`src/rtl/ifid_queue_pkg.sv`:
```
// Shared fetch/decode pipeline definitions.
//   PC_W_DEF / INST_W_DEF : default field widths of a fetched instruction
//   NOP_INST_DEF          : instruction value shown to decode when nothing is buffered
//   ifid_entry_t          : packed {pc, inst} pair, also carried into the ID/EX stage
package ifid_queue_pkg;

  localparam int unsigned PC_W_DEF   = 32;
  localparam int unsigned INST_W_DEF = 32;

  localparam logic [INST_W_DEF-1:0] NOP_INST_DEF = '0;

  typedef struct packed {
    logic [PC_W_DEF-1:0]   pc;
    logic [INST_W_DEF-1:0] inst;
  } ifid_entry_t;

endpackage

```
`src/rtl/ifid_queue_ctrl.sv`:
```
// Pointer/occupancy control for the IF/ID instruction buffer.
//   clk, rst_n        : clock, asynchronous active-low reset
//   push_req          : fetch offers an entry this cycle
//   hazard            : decode stalled, head must be held
//   flush             : discard every buffered entry
//   wr_en             : qualified push, entry[wr_ptr] is written this edge
//   rd_ptr, wr_ptr    : circular buffer pointers (wrap modulo DEPTH)
//   valid, full, count: registered occupancy status
module ifid_queue_ctrl #(
  parameter int unsigned DEPTH = 4,
  localparam int unsigned PTR_W = $clog2(DEPTH),
  localparam int unsigned CNT_W = $clog2(DEPTH + 1)
) (
  input  logic             clk,
  input  logic             rst_n,
  input  logic             push_req,
  input  logic             hazard,
  input  logic             flush,
  output logic             wr_en,
  output logic [PTR_W-1:0] rd_ptr,
  output logic [PTR_W-1:0] wr_ptr,
  output logic             valid,
  output logic             full,
  output logic [CNT_W-1:0] count
);

  logic pop;

  assign valid = (count != '0);
  assign full  = (count == CNT_W'(DEPTH));

  // A pop frees a slot in the same edge, so a full buffer still accepts a push.
  assign pop   = valid && !hazard && !flush;
  assign wr_en = push_req && !flush && (!full || pop);

  always_ff @(posedge clk or negedge rst_n) begin
    if (!rst_n) begin
      rd_ptr <= '0;
      wr_ptr <= '0;
      count  <= '0;
    end else if (flush) begin
      // Emptying is done by catching the read side up; storage is left as is.
      rd_ptr <= wr_ptr;
      count  <= '0;
    end else begin
      if (wr_en) wr_ptr <= wr_ptr + PTR_W'(1);
      if (pop)   rd_ptr <= rd_ptr + PTR_W'(1);
      count <= count + CNT_W'(wr_en) - CNT_W'(pop);
    end
  end

endmodule

```
`src/rtl/ifid_queue.sv`:
```
// DEPTH-entry IF/ID instruction buffer: fetch can run ahead while decode is
// stalled, a flush discards all buffered work, and decode sees the head entry
// or an all-zero/NOP bubble when empty. No same-cycle bypass.
//   clk_i, rst_i           : clock, asynchronous active-low reset
//   push_i, pc_i, inst_i   : fetch offer
//   full_o                 : DEPTH entries held, fetch must hold its PC
//   hazard_i, flush_i      : decode stall, branch/jump flush
//   valid_o, pc_o, inst_o  : head entry (bubble when not valid)
//   count_o                : occupied entries
module ifid_queue
  import ifid_queue_pkg::*;
#(
  parameter int unsigned        PC_W     = PC_W_DEF,
  parameter int unsigned        INST_W   = INST_W_DEF,
  parameter int unsigned        DEPTH    = 4,
  parameter logic [INST_W-1:0]  NOP_INST = INST_W'(NOP_INST_DEF),
  localparam int unsigned PTR_W = $clog2(DEPTH),
  localparam int unsigned CNT_W = $clog2(DEPTH + 1)
) (
  input  logic              clk_i,
  input  logic              rst_i,
  input  logic              push_i,
  input  logic [PC_W-1:0]   pc_i,
  input  logic [INST_W-1:0] inst_i,
  output logic              full_o,
  input  logic              hazard_i,
  input  logic              flush_i,
  output logic              valid_o,
  output logic [PC_W-1:0]   pc_o,
  output logic [INST_W-1:0] inst_o,
  output logic [CNT_W-1:0]  count_o
);

  logic             wr_en;
  logic [PTR_W-1:0] rd_ptr;
  logic [PTR_W-1:0] wr_ptr;

  logic [PC_W-1:0]   pc_mem   [DEPTH];
  logic [INST_W-1:0] inst_mem [DEPTH];

  ifid_queue_ctrl #(
    .DEPTH(DEPTH)
  ) u_ctrl (
    .clk      (clk_i),
    .rst_n    (rst_i),
    .push_req (push_i),
    .hazard   (hazard_i),
    .flush    (flush_i),
    .wr_en    (wr_en),
    .rd_ptr   (rd_ptr),
    .wr_ptr   (wr_ptr),
    .valid    (valid_o),
    .full     (full_o),
    .count    (count_o)
  );

  // Storage is not reset; count gates everything visible.
  always_ff @(posedge clk_i) begin
    if (wr_en) begin
      pc_mem[wr_ptr]   <= pc_i;
      inst_mem[wr_ptr] <= inst_i;
    end
  end

  always_comb begin
    pc_o   = '0;
    inst_o = NOP_INST;
    if (valid_o) begin
      pc_o   = pc_mem[rd_ptr];
      inst_o = inst_mem[rd_ptr];
    end
  end

endmodule

```
`config.mk`:
```
export PLATFORM = sky130hd
export DESIGN_NAME = ifid_queue
export DESIGN_NICKNAME = d
export VERILOG_FILES = /design/src/rtl/ifid_queue_pkg.sv /design/src/rtl/ifid_queue_ctrl.sv /design/src/rtl/ifid_queue.sv
export SDC_FILE = /design/constraint.sdc
export NUM_CORES = 1
export LEC_CHECK = 0
export CORE_ASPECT_RATIO = 0.7
export CORE_MARGIN = 5
export CORE_UTILIZATION = 35
export CTS_BUF_LIST = sky130_fd_sc_hd__clkbuf_16
export DETAILED_ROUTE_END_ITERATION = 16
export GPL_TIMING_DRIVEN = 0
export SYNTH_ARGS = -nofsm -noshare
export SYNTH_HDL_FRONTEND = slang
export SYNTH_SLANG_ARGS = --single-unit
```
`constraint.sdc`:
```
create_clock -name clk_i -period 2.77 [get_ports clk_i]
set_clock_uncertainty 0.05 [all_clocks]
set_input_delay 0.554 -clock clk_i [delete_from_list [all_inputs] [get_ports clk_i]]
set_output_delay 0.554 -clock clk_i [all_outputs]
set_load 0.02 [all_outputs]
```
==> flow_summary_export.csv <==
group,metric,value,unit
synth,yosys.area.top_type_share,75.8,%
cts,cts_hold_buf,0,
sta,fin_crit_sh,100,%
min_path,hp-class,"in2async",
power,clkPwrFrac,27.4,%
synth,postSynthAreaPerCell,22.3,µm²
sta,period_minus_slack,2780,ps
power,switching_share,29.3,%
synth,synth.area.top_cells,"edfxtp_1 (76%), mux4_2 (14%), and2_1 (4.3%)",
global_routing,gr-total-overflow,0,
synth,yosys_warnings,0,
cts,cts_max_level,1,
floorplanning,rows,52,
placed_design,numPortBuffers,137,
routing,drt_iter0_markers,189,
sta,setup-violations-final,1,
layout,final_common_cell,"edfxtp_1",
power,p_leak,4.55,nW
worst_setup_path,path_max_fanout,7,
worst_setup_path,end_kind,"output pin",
layout,num-fill-cells,2488,
floorplanning,die_w,214,µm
sta,slew_headroom,65.4,%
power,p_sw,0.00389,W
worst_setup_path,crit_path_start_kind,"register",
sta,fin_tns_setup,-5.93,ps
cts,clk_pin_slew,60,ps
routing,dr.pass1.iters,4,
sta,rsz0062_at_grt,"yes",
floorplanning,coreArea,0.0288,mm²
global_routing,grt_first_pass_wirelength,32200,µm
worst_setup_path,required,2170,ps
synth,synthesis.area,0.0101,mm²
synth,netlist_instances,455,
layout,finalNonFillerCells,1042,
synth,synthesis.nets,530,
sta,hold_violations,0,
placed_design,dp_hpwl,13000,µm
power,vdd_ir_drop_max,498,µV
layout,drive_gt1_share,35.5,%
cts,root_buffer,"clkbuf_16",
job,cap_violations,0,
cts,numCtsBuffers,27,
cts,clock_path_buffers,3,
sta,fmax,360,MHz
sta,tightest_slew,518,ps
placed_design,finalWeightedCongestion,0.752,
layout,diodes,0,
outcome,violations,"setup timing",
global_routing,grtUsageTotal,12.6,%
synth,ys_types,30,
layout,layout_common_cells,"edfxtp_1 (256), clkdlybuf4s50_1 (72), mux4_2 (64)",
worst_setup_path,cp.arrival,2170,ps
global_routing,antenna_found_initial,0,
worst_setup_path,worstSetupPathType,"reg2out",
power,finalPower,0.0133,W
outcome,status,"complete, but fails checks",
synth,yosys.area.top_type,"edfxtp_1",
routing,vias,4980,
synth,yosys_register_bits,263,
synth,ys_seq_area_share,77.5,%
cts,cts_tree,"built",
power,power_density,1010,mW/mm²
floorplanning,die_h,152,µm
global_routing,grt_max_degree,44,
sta,worst_slack,-5.93,ps
placed_design,pre_cts_ws,-423,ps
floorplanning,start_util,35.3,%
layout,nNetsFinal,719,
power,p_comb_share,35.4,%
cts,insertion_delay,510,ps
power,p_int,0.00940,W
routing,wl,20700,µm
routing,remaining_drc_errors,0,
routing,wl_per_cell,19.9,µm
cts,clock-sinks,263,
power,seqPwrFrac,37.2,%
placed_design,dp_cells,974,
layout,area_growth,29.5,%
routing,ant_nets,0,
floorplanning,die_area,0.0325,mm²
sta,slew_viol_final,0,
floorplanning,io_pins,138,
global_routing,grt_pass1_vias,5495,
routing,avgViaCountPerCell,4.78,
## state kept, by name, indices dropped and copies added (netlist names)
name / flops
inst_mem: 128
pc_mem: 128
u_ctrl.count: 3
u_ctrl.wr_ptr: 2
u_ctrl.rd_ptr: 2
## synthesized netlist by cell type (all sizes together)
cell and number:
and2 70, inv 5, nand3 1, nor3 2
nor4 1, nor2b 1, xor2 1, clkbuf 9
nor3b 1, nor2 5, a31oi 2, o22ai 1
edfxtp 256, nand2b 2, o21ai 3, mux2 1
dfrtp 7, buf 13, mux4 64, a21oi 1
xnor2 1, or3 2, ha 5, fa 1
## kinds of logic (layout without fill, tap and decap cells)
family | Yosys count | count (layout) | synth area share (%)
xor gates and xnor gates | 2 | 2 | 0.173
AOI/OAI and AO/OA | 7 | 7 | 0.382
and+or+nand+nor | 85 | 85 | 5.14
buffers and inverters | 27 | 236 | 1.68
DFF | 263 | 263 | 77.5
muxes | 65 | 65 | 14.3
adders and majority gates | 6 | 6 | 0.814
## stage by stage
step	instance area (µm²)	utilization (%)	hold slack (ps)
2_1_floorplan	10200	-	208
3_3_place_gp	12000	41.7	517
3_5_place_dp	12100	42.1	554
4_1_cts	13100	45.4	230
5_1_grt	13100	45.7	252
6_report	13100	45.7	250
## area by class of cell
class / instances / area, µm² / area share [%]
inverter: 5 / 18.8 / 0.143
clock inverter: 22 / 225 / 1.71
tap: 378 / 473 / 3.60
sequential: 263 / 7870 / 59.9
multi-input combinational: 165 / 2170 / 16.5
timing repair buffer: 160 / 1450 / 11.0
clock buffer: 27 / 676 / 5.14
buffer: 22 / 264 / 2.01
## metal layers
metal  share of wire [%]  routed length [µm]  vias up  track usage (%)
li1                    -                   -     2230                -
met1                  43                8950     2603             17.3
met2                  50               10300      119             21.3
met3                 5.0                1030       28             2.45
met4                 2.1                 427        0             2.45
met5                   0                   0        -                0
## final timing paths
path                                               from                            to  slack (ps)  cells after the start
min in group clk_i         u_ctrl.wr_ptr[0]$_DFFE_PN0P_  u_ctrl.rd_ptr[0]$_DFFE_PN0P_         560                      2
max in group asynchronous                         rst_i     u_ctrl.count[2]$_DFF_PN0_        2160                      1
min                                               rst_i  u_ctrl.rd_ptr[0]$_DFFE_PN0P_         250                      1
min reg2reg                u_ctrl.wr_ptr[0]$_DFFE_PN0P_  u_ctrl.rd_ptr[0]$_DFFE_PN0P_         560                      2
max                        u_ctrl.rd_ptr[0]$_DFFE_PN0P_                       pc_o[5]          -6                      7
max reg2reg                   u_ctrl.count[1]$_DFF_PN0_     u_ctrl.count[2]$_DFF_PN0_         170                     11
## worst max-delay path, cell delays in order (launching register included)
cell	delay (ps)
dfrtp_1	340
buf_6	140
buf_12	160
buf_12	120
buf_12	110
mux4_2	500
and2_4	150
buf_6	120
## repair_timing
| item | in CTS | in global routing |
|---|---|---|
| buffers inserted | 5 | 13 |
| gates resized for setup | 228 | 92 |
| pin swaps | 6 | 2 |
| endpoints found under the hold margin | 0 | 0 |
| gates cloned | 1 | 0 |
| endpoints found under the setup margin | 67 | 56 |
## power by group through the flow
stage               Combinational (W)  Sequential (W)  Clock (W)
floorplan                     0.00268         0.00501          0
global placement              0.00447         0.00503          0
detailed placement            0.00456         0.00503          0
CTS                           0.00460         0.00496    0.00376
global route                  0.00507         0.00498    0.00393
finish                        0.00470         0.00495    0.00364
(Power assumes the default switching activity.)
